$ cat config.mk
export PLATFORM = sky130hd
export DESIGN_NAME = pipe_ctrl
export DESIGN_NICKNAME = d
export VERILOG_FILES = /design/src/rtl/pipe_ctrl_pkg.sv /design/src/rtl/pipe_ctrl_hazard_detect.sv /design/src/rtl/pipe_ctrl.sv
export SDC_FILE = /design/constraint.sdc
export NUM_CORES = 1
export LEC_CHECK = 0
export CAP_MARGIN = 30
export CORE_MARGIN = 4
export CORE_UTILIZATION = 32
export CTS_CLUSTER_DIAMETER = 40
export DETAILED_ROUTE_END_ITERATION = 8
export GPL_ROUTABILITY_DRIVEN = 0
export PLACE_DENSITY = 0.77
export SLEW_MARGIN = 20
export SYNTH_ARGS = -nofsm -noshare
export SYNTH_HDL_FRONTEND = slang
export SYNTH_SLANG_ARGS = --single-unit
$ cat constraint.sdc
create_clock -name clk -period 1.4 [get_ports clk]
set_input_delay 0.14 -clock clk [delete_from_list [all_inputs] [get_ports clk]]
set_output_delay 0.14 -clock clk [all_outputs]
set_load 0.01 [all_outputs]
$ cat src/rtl/pipe_ctrl_pkg.sv
// Shared definitions for the pipeline hazard/debug controller: state encodings,
// counter widths and the saturating increment used by the performance counters.
package pipe_ctrl_pkg;

    localparam int STEP_CNT_W = 8;
    localparam int PERF_W     = 32;
    localparam int REG_W      = 5;

    localparam logic [PERF_W-1:0] PERF_MAX = {PERF_W{1'b1}};
    localparam logic [PERF_W-1:0] PERF_ONE = {{(PERF_W-1){1'b0}}, 1'b1};

    typedef enum logic [1:0] {
        RUN  = 2'b00,
        HALT = 2'b01,
        STEP = 2'b10,
        BAD  = 2'b11
    } state_e;

    function automatic logic [PERF_W-1:0] sat_inc(input logic [PERF_W-1:0] val);
        logic [PERF_W-1:0] res;
        if (val == PERF_MAX) begin
            res = val;
        end else begin
            res = val + PERF_ONE;
        end
        return res;
    endfunction

endpackage

$ cat src/rtl/pipe_ctrl_hazard_detect.sv
// Combinational load-use detector: a load in EX whose destination feeds an
// ID-stage source. Register 0 is hardwired and never creates a dependency.
module hazard_detect
    import pipe_ctrl_pkg::*;
(
    input  logic             mem_read,
    input  logic [REG_W-1:0] ex_rt,
    input  logic [REG_W-1:0] id_rs,
    input  logic [REG_W-1:0] id_rt,
    output logic             load_use
);

    assign load_use = mem_read && (ex_rt != 5'd0) && ((ex_rt == id_rs) || (ex_rt == id_rt));

endmodule

$ cat src/rtl/pipe_ctrl.sv
// Pipeline hazard and debug-halt controller (RUN/HALT/STEP).
// Optional performance counters are built only when PIPE_CTRL_PERF_EN is defined.
module pipe_ctrl
    import pipe_ctrl_pkg::*;
(
    input  logic                  clk,
    input  logic                  rst,
    input  logic                  ID_EX_MemRead,
    input  logic [REG_W-1:0]      ID_EX_RegisterRt,
    input  logic [REG_W-1:0]      IF_ID_RegisterRs,
    input  logic [REG_W-1:0]      IF_ID_RegisterRt,
    input  logic                  EX_MEM_Branch_taken,
    input  logic                  EX_MEM_Jump,
    input  logic                  halt_req,
    input  logic                  step_req,
    input  logic [STEP_CNT_W-1:0] step_cnt,
    output logic                  PC_write,
    output logic                  IF_ID_write,
    output logic                  IF_Flush,
    output logic                  ID_Hazard_lwstall,
    output logic                  ID_Hazard_Branch,
    output logic                  EX_MEM_Flush,
    output logic [1:0]            state,
    output logic                  halted,
    output logic [PERF_W-1:0]     stall_count,
    output logic [PERF_W-1:0]     flush_count
);

    state_e                state_r;
    state_e                next_state_s;
    logic [STEP_CNT_W-1:0] step_cnt_r;
    logic [STEP_CNT_W-1:0] step_cnt_nxt_s;
    logic                  load_use_s;
    logic                  flush_req_s;
    logic                  active_s;

    hazard_detect u_hazard_detect (
        .mem_read (ID_EX_MemRead),
        .ex_rt    (ID_EX_RegisterRt),
        .id_rs    (IF_ID_RegisterRs),
        .id_rt    (IF_ID_RegisterRt),
        .load_use (load_use_s)
    );

    assign flush_req_s = EX_MEM_Branch_taken || EX_MEM_Jump;
    assign active_s    = (state_r == RUN) || (state_r == STEP);
    assign state       = state_r;
    assign halted      = (state_r == HALT) && !rst;

    // State and step-burst counter registers
    always_ff @(posedge clk) begin
        if (rst) begin
            state_r    <= RUN;
            step_cnt_r <= 8'd0;
        end else begin
            state_r    <= next_state_s;
            step_cnt_r <= step_cnt_nxt_s;
        end
    end

    // Next state; the counter holds the remaining cycles of the current burst
    always_comb begin
        next_state_s   = state_r;
        step_cnt_nxt_s = step_cnt_r;
        case (state_r)
            RUN: begin
                if (halt_req) begin
                    next_state_s = HALT;
                end else begin
                    next_state_s = RUN;
                end
            end
            HALT: begin
                if (step_req && (step_cnt != 8'd0)) begin
                    next_state_s   = STEP;
                    step_cnt_nxt_s = step_cnt;
                end else if (!halt_req && !step_req) begin
                    next_state_s = RUN;
                end else begin
                    next_state_s = HALT;
                end
            end
            STEP: begin
                if (halt_req || (step_cnt_r <= 8'd1)) begin
                    next_state_s   = HALT;
                    step_cnt_nxt_s = 8'd0;
                end else begin
                    next_state_s   = STEP;
                    step_cnt_nxt_s = step_cnt_r - 8'd1;
                end
            end
            default: begin
                next_state_s   = RUN;
                step_cnt_nxt_s = 8'd0;
            end
        endcase
    end

    // Pipeline control; a flush in MEM outranks a load-use stall
    always_comb begin
        PC_write          = 1'b0;
        IF_ID_write       = 1'b0;
        IF_Flush          = 1'b0;
        ID_Hazard_lwstall = 1'b0;
        ID_Hazard_Branch  = 1'b0;
        EX_MEM_Flush      = 1'b0;
        if (rst) begin
            PC_write = 1'b0;
        end else begin
            case (state_r)
                RUN, STEP: begin
                    if (flush_req_s) begin
                        PC_write         = 1'b1;
                        IF_ID_write      = 1'b1;
                        IF_Flush         = 1'b1;
                        ID_Hazard_Branch = 1'b1;
                        EX_MEM_Flush     = 1'b1;
                    end else if (load_use_s) begin
                        ID_Hazard_lwstall = 1'b1;
                    end else begin
                        PC_write    = 1'b1;
                        IF_ID_write = 1'b1;
                    end
                end
                HALT: begin
                    if (flush_req_s) begin
                        IF_ID_write      = 1'b1;
                        IF_Flush         = 1'b1;
                        ID_Hazard_Branch = 1'b1;
                        EX_MEM_Flush     = 1'b1;
                    end else begin
                        ID_Hazard_lwstall = 1'b1;
                    end
                end
                default: begin
                    PC_write = 1'b0;
                end
            endcase
        end
    end

`ifdef PIPE_CTRL_PERF_EN
    logic [PERF_W-1:0] stall_count_r;
    logic [PERF_W-1:0] flush_count_r;
    logic              stall_ev_s;
    logic              flush_ev_s;

    assign stall_ev_s  = active_s && load_use_s && !flush_req_s;
    assign flush_ev_s  = active_s && flush_req_s;
    assign stall_count = stall_count_r;
    assign flush_count = flush_count_r;

    // Saturating event counters; HALT cycles are excluded via active_s
    always_ff @(posedge clk) begin
        if (rst) begin
            stall_count_r <= 32'd0;
            flush_count_r <= 32'd0;
        end else begin
            if (stall_ev_s) begin
                stall_count_r <= sat_inc(stall_count_r);
            end else begin
                stall_count_r <= stall_count_r;
            end
            if (flush_ev_s) begin
                flush_count_r <= sat_inc(flush_count_r);
            end else begin
                flush_count_r <= flush_count_r;
            end
        end
    end
`else
    logic unused_perf_s;
    assign unused_perf_s = active_s;
    assign stall_count   = 32'd0;
    assign flush_count   = 32'd0;
`endif

endmodule

==> impl_metrics.toml <==
[placed_design]
hpwl_mm = 3.34
numPlacedInstances = 324
port_buffers = 38
place_area_um2 = 2010
place_ws_ns = -0.877

[power_and_ir_drop]
peakVddDrop_uv = 594
leakagePower_nw = 1.07
powerDensity_nw_per_um2 = 572

[synthesis]
async_flop_share_pct = 0
synth_edf_count = 0
synth_area_leaders = "buf_4, dfxtp_1, ha_1"
synthFlopType = "dfxtp_1"
synth.avg_cell_area_um2 = 7.44
synth_cell_types = 40
ys_seq_area_share_pct = 13.9
yosys.area.top_type = "buf_4"
syn_inst = 194
ys_ff_latch = 10
synth.top_cell.area_share_pct = 34.3
syn_area_um2 = 1440
ys_warn_count = 0

[global_route]
grt_usage_pct = 16.1
overflow = 0
antenna_found_initial = 0
grt_pass1_vias = 1435
grt_first_pass_wirelength_mm = 6.97
grt_max_degree = 11

[layout]
stdcell_area_um2 = 2280
fillers = 391
area_delta_synth_final_pct = 57.8
nets = 318
num_antenna_cells = 0
drive_gt1_share_pct = 39.9
instances_no_fill = 333

[clock_network]
clk_pin_slew_ns = 0.06
cts_sinks = 10
cts_tree = "yes"
numCtsBuffers = 3
ctsRootBufferMaster = "clkbuf_8"
htree_num_levels = 1
clkLatencyLatePin_ns = 0.25
cts_buffer_depth = 2
cts_hold_buf = 0

[worst_setup_path]
criticalPathCategory = "register to register"
r2r_slack_ns = -0.26
crit_path_end_kind = "register"
crit_arrival_ns = 1.79
critPathLaunchType = "register"
cp_max_fo = 5
worstPathRequired_ns = 1.54

[floorplanning]
initial_core_util_pct = 33.1
coreArea_um2 = 4350
dieArea_um2 = 5650
die_y_um = 75.1
fp-row-count = 24
die_w_um = 75.1
ioPinCount = 103

[drt]
drt-total-wl_mm = 4.57
via_per_inst = 4.50
ant_nets = 0
via_count = 1499
first_pass_iters = 4
drc = 0
initialDrtViolationCount = 77
wire_per_inst_um = 13.7

[timing]
max_freq_ghz = 0.603
period_share_pct = 118
period_needed_ns = 1.66
final.setup_skew_ns = 0.00793
hold_viol = 0
setup_viol = 17
worst_slack_ns = -0.258
rsz0062_at_grt = "true"
final_max_slew_viol_count = 0

[status]
violations = "negative setup slack"
status = "finished with violations"

[min_path]
hold_class = "input pin to register"

[job]
maxCapViolations = 0
## cell type report
class	instances	area [µm²]	area share, %
clock buffers	4	55.1	2.42
inverters	9	38.8	1.70
multi-input cells	168	1140	50.2
flip-flops and latches	10	211	9.29
well taps	52	65.1	2.86
repair buffers	90	764	33.6
## critical path, stage by stage, from the launching register on
cell      delay, ns
dfxtp_2        0.32
or4_4          0.54
nor3_4         0.25
buf_4          0.18
a211oi_1       0.04
o21ai_1        0.14
a21oi_1        0.08
## worst paths after layout
path / startpoint / depth (start not counted) / end
setup / recovery: step_cnt_r[5]$_SDFFE_PP0P_ / 6 / step_cnt_r[4]$_SDFFE_PP0P_
hold / removal: step_cnt[7] / 4 / step_cnt_r[7]$_SDFFE_PP0P_
hold reg to reg: step_cnt_r[1]$_SDFFE_PP0P_ / 2 / step_cnt_r[1]$_SDFFE_PP0P_
setup reg to reg: step_cnt_r[5]$_SDFFE_PP0P_ / 6 / step_cnt_r[4]$_SDFFE_PP0P_
## cell families after synthesis
| logic type | after synthesis | synth area share [%] |
|---|---|---|
| compound gates | 36 | 16.2 |
| xor+xnor | 10 | 6.07 |
| fa+ha+maj | 6 | 5.20 |
| buf+inv | 79 | 38.2 |
| flops | 10 | 13.9 |
| mux | 1 | 0.694 |
| other cells | 1 | 0.260 |
| simple gates | 51 | 19.4 |
## power by group
part | leakage (nW) | switching [mW] | internal (mW) | total, mW
registers | 0.0838 | 0.00988 | 0.290 | 0.300
logic | 0.956 | 0.312 | 0.301 | 0.612
clock network | 0.0288 | 0.141 | 0.249 | 0.390
total | 1.07 | 0.463 | 0.840 | 1.30
## routing by layer
layer,vias up,GRT usage (%),share of wire (%)
li1,715,-,-
met1,679,18.4,37
met2,92,28.7,51
met3,13,3.60,9.4
met4,0,6.60,2.7
met5,-,0,0
## registers in the layout (all words and copies together), names as in the netlist
register / cells
state: 2
step_cnt_r: 8
## stage by stage
stage	power [mW]	hold WS (ns)	util [%]	setup TNS [ns]
after floorplan	0.688	0.287	-	-0.574
after global placement	0.824	0.491	46.2	-8.37
after detailed placement	0.833	0.524	46.2	-8.62
after CTS	1.28	0.413	51.6	-2.27
after global routing	1.37	0.444	52.3	-3.66
final	1.30	0.418	52.3	-2.57
## cell usage in the layout, fill, tap and decap left out, types with 6 or more instances in the layout
| cell | instances |
|---|---|
| dlygate4sd2_1 | 15 |
| xor2_1 | 6 |
| nand3_1 | 8 |
| buf_4 | 45 |
| clkdlybuf4s50_1 | 11 |
| nor3_1 | 7 |
| buf_2 | 6 |
| nand2_1 | 10 |
| conb_1 | 64 |
| a21oi_2 | 7 |
| buf_6 | 10 |
| ha_4 | 6 |
## repair_timing
action | 4_1_cts | 5_1_grt
endpoints found under the setup margin | 18 | 18
pin swaps | 23 | 3
gates resized for setup | 108 | 6
setup buffers | 5 | 1
## synth_stat cells (2+ instances only)
cell type	n
or4_1	3
nand3_1	8
nand2_1	10
buf_4	66
a32o_1	3
nor2b_1	4
clkbuf_1	3
inv_1	9
o32ai_1	2
nor3_1	10
o31ai_1	2
a21oi_1	12
o21ai_0	6
nor4_1	2
ha_1	6
xnor2_1	4
dfxtp_1	10
xor2_1	6
a22oi_1	2
nor2_1	6
Power figures use the tool's default switching activity.
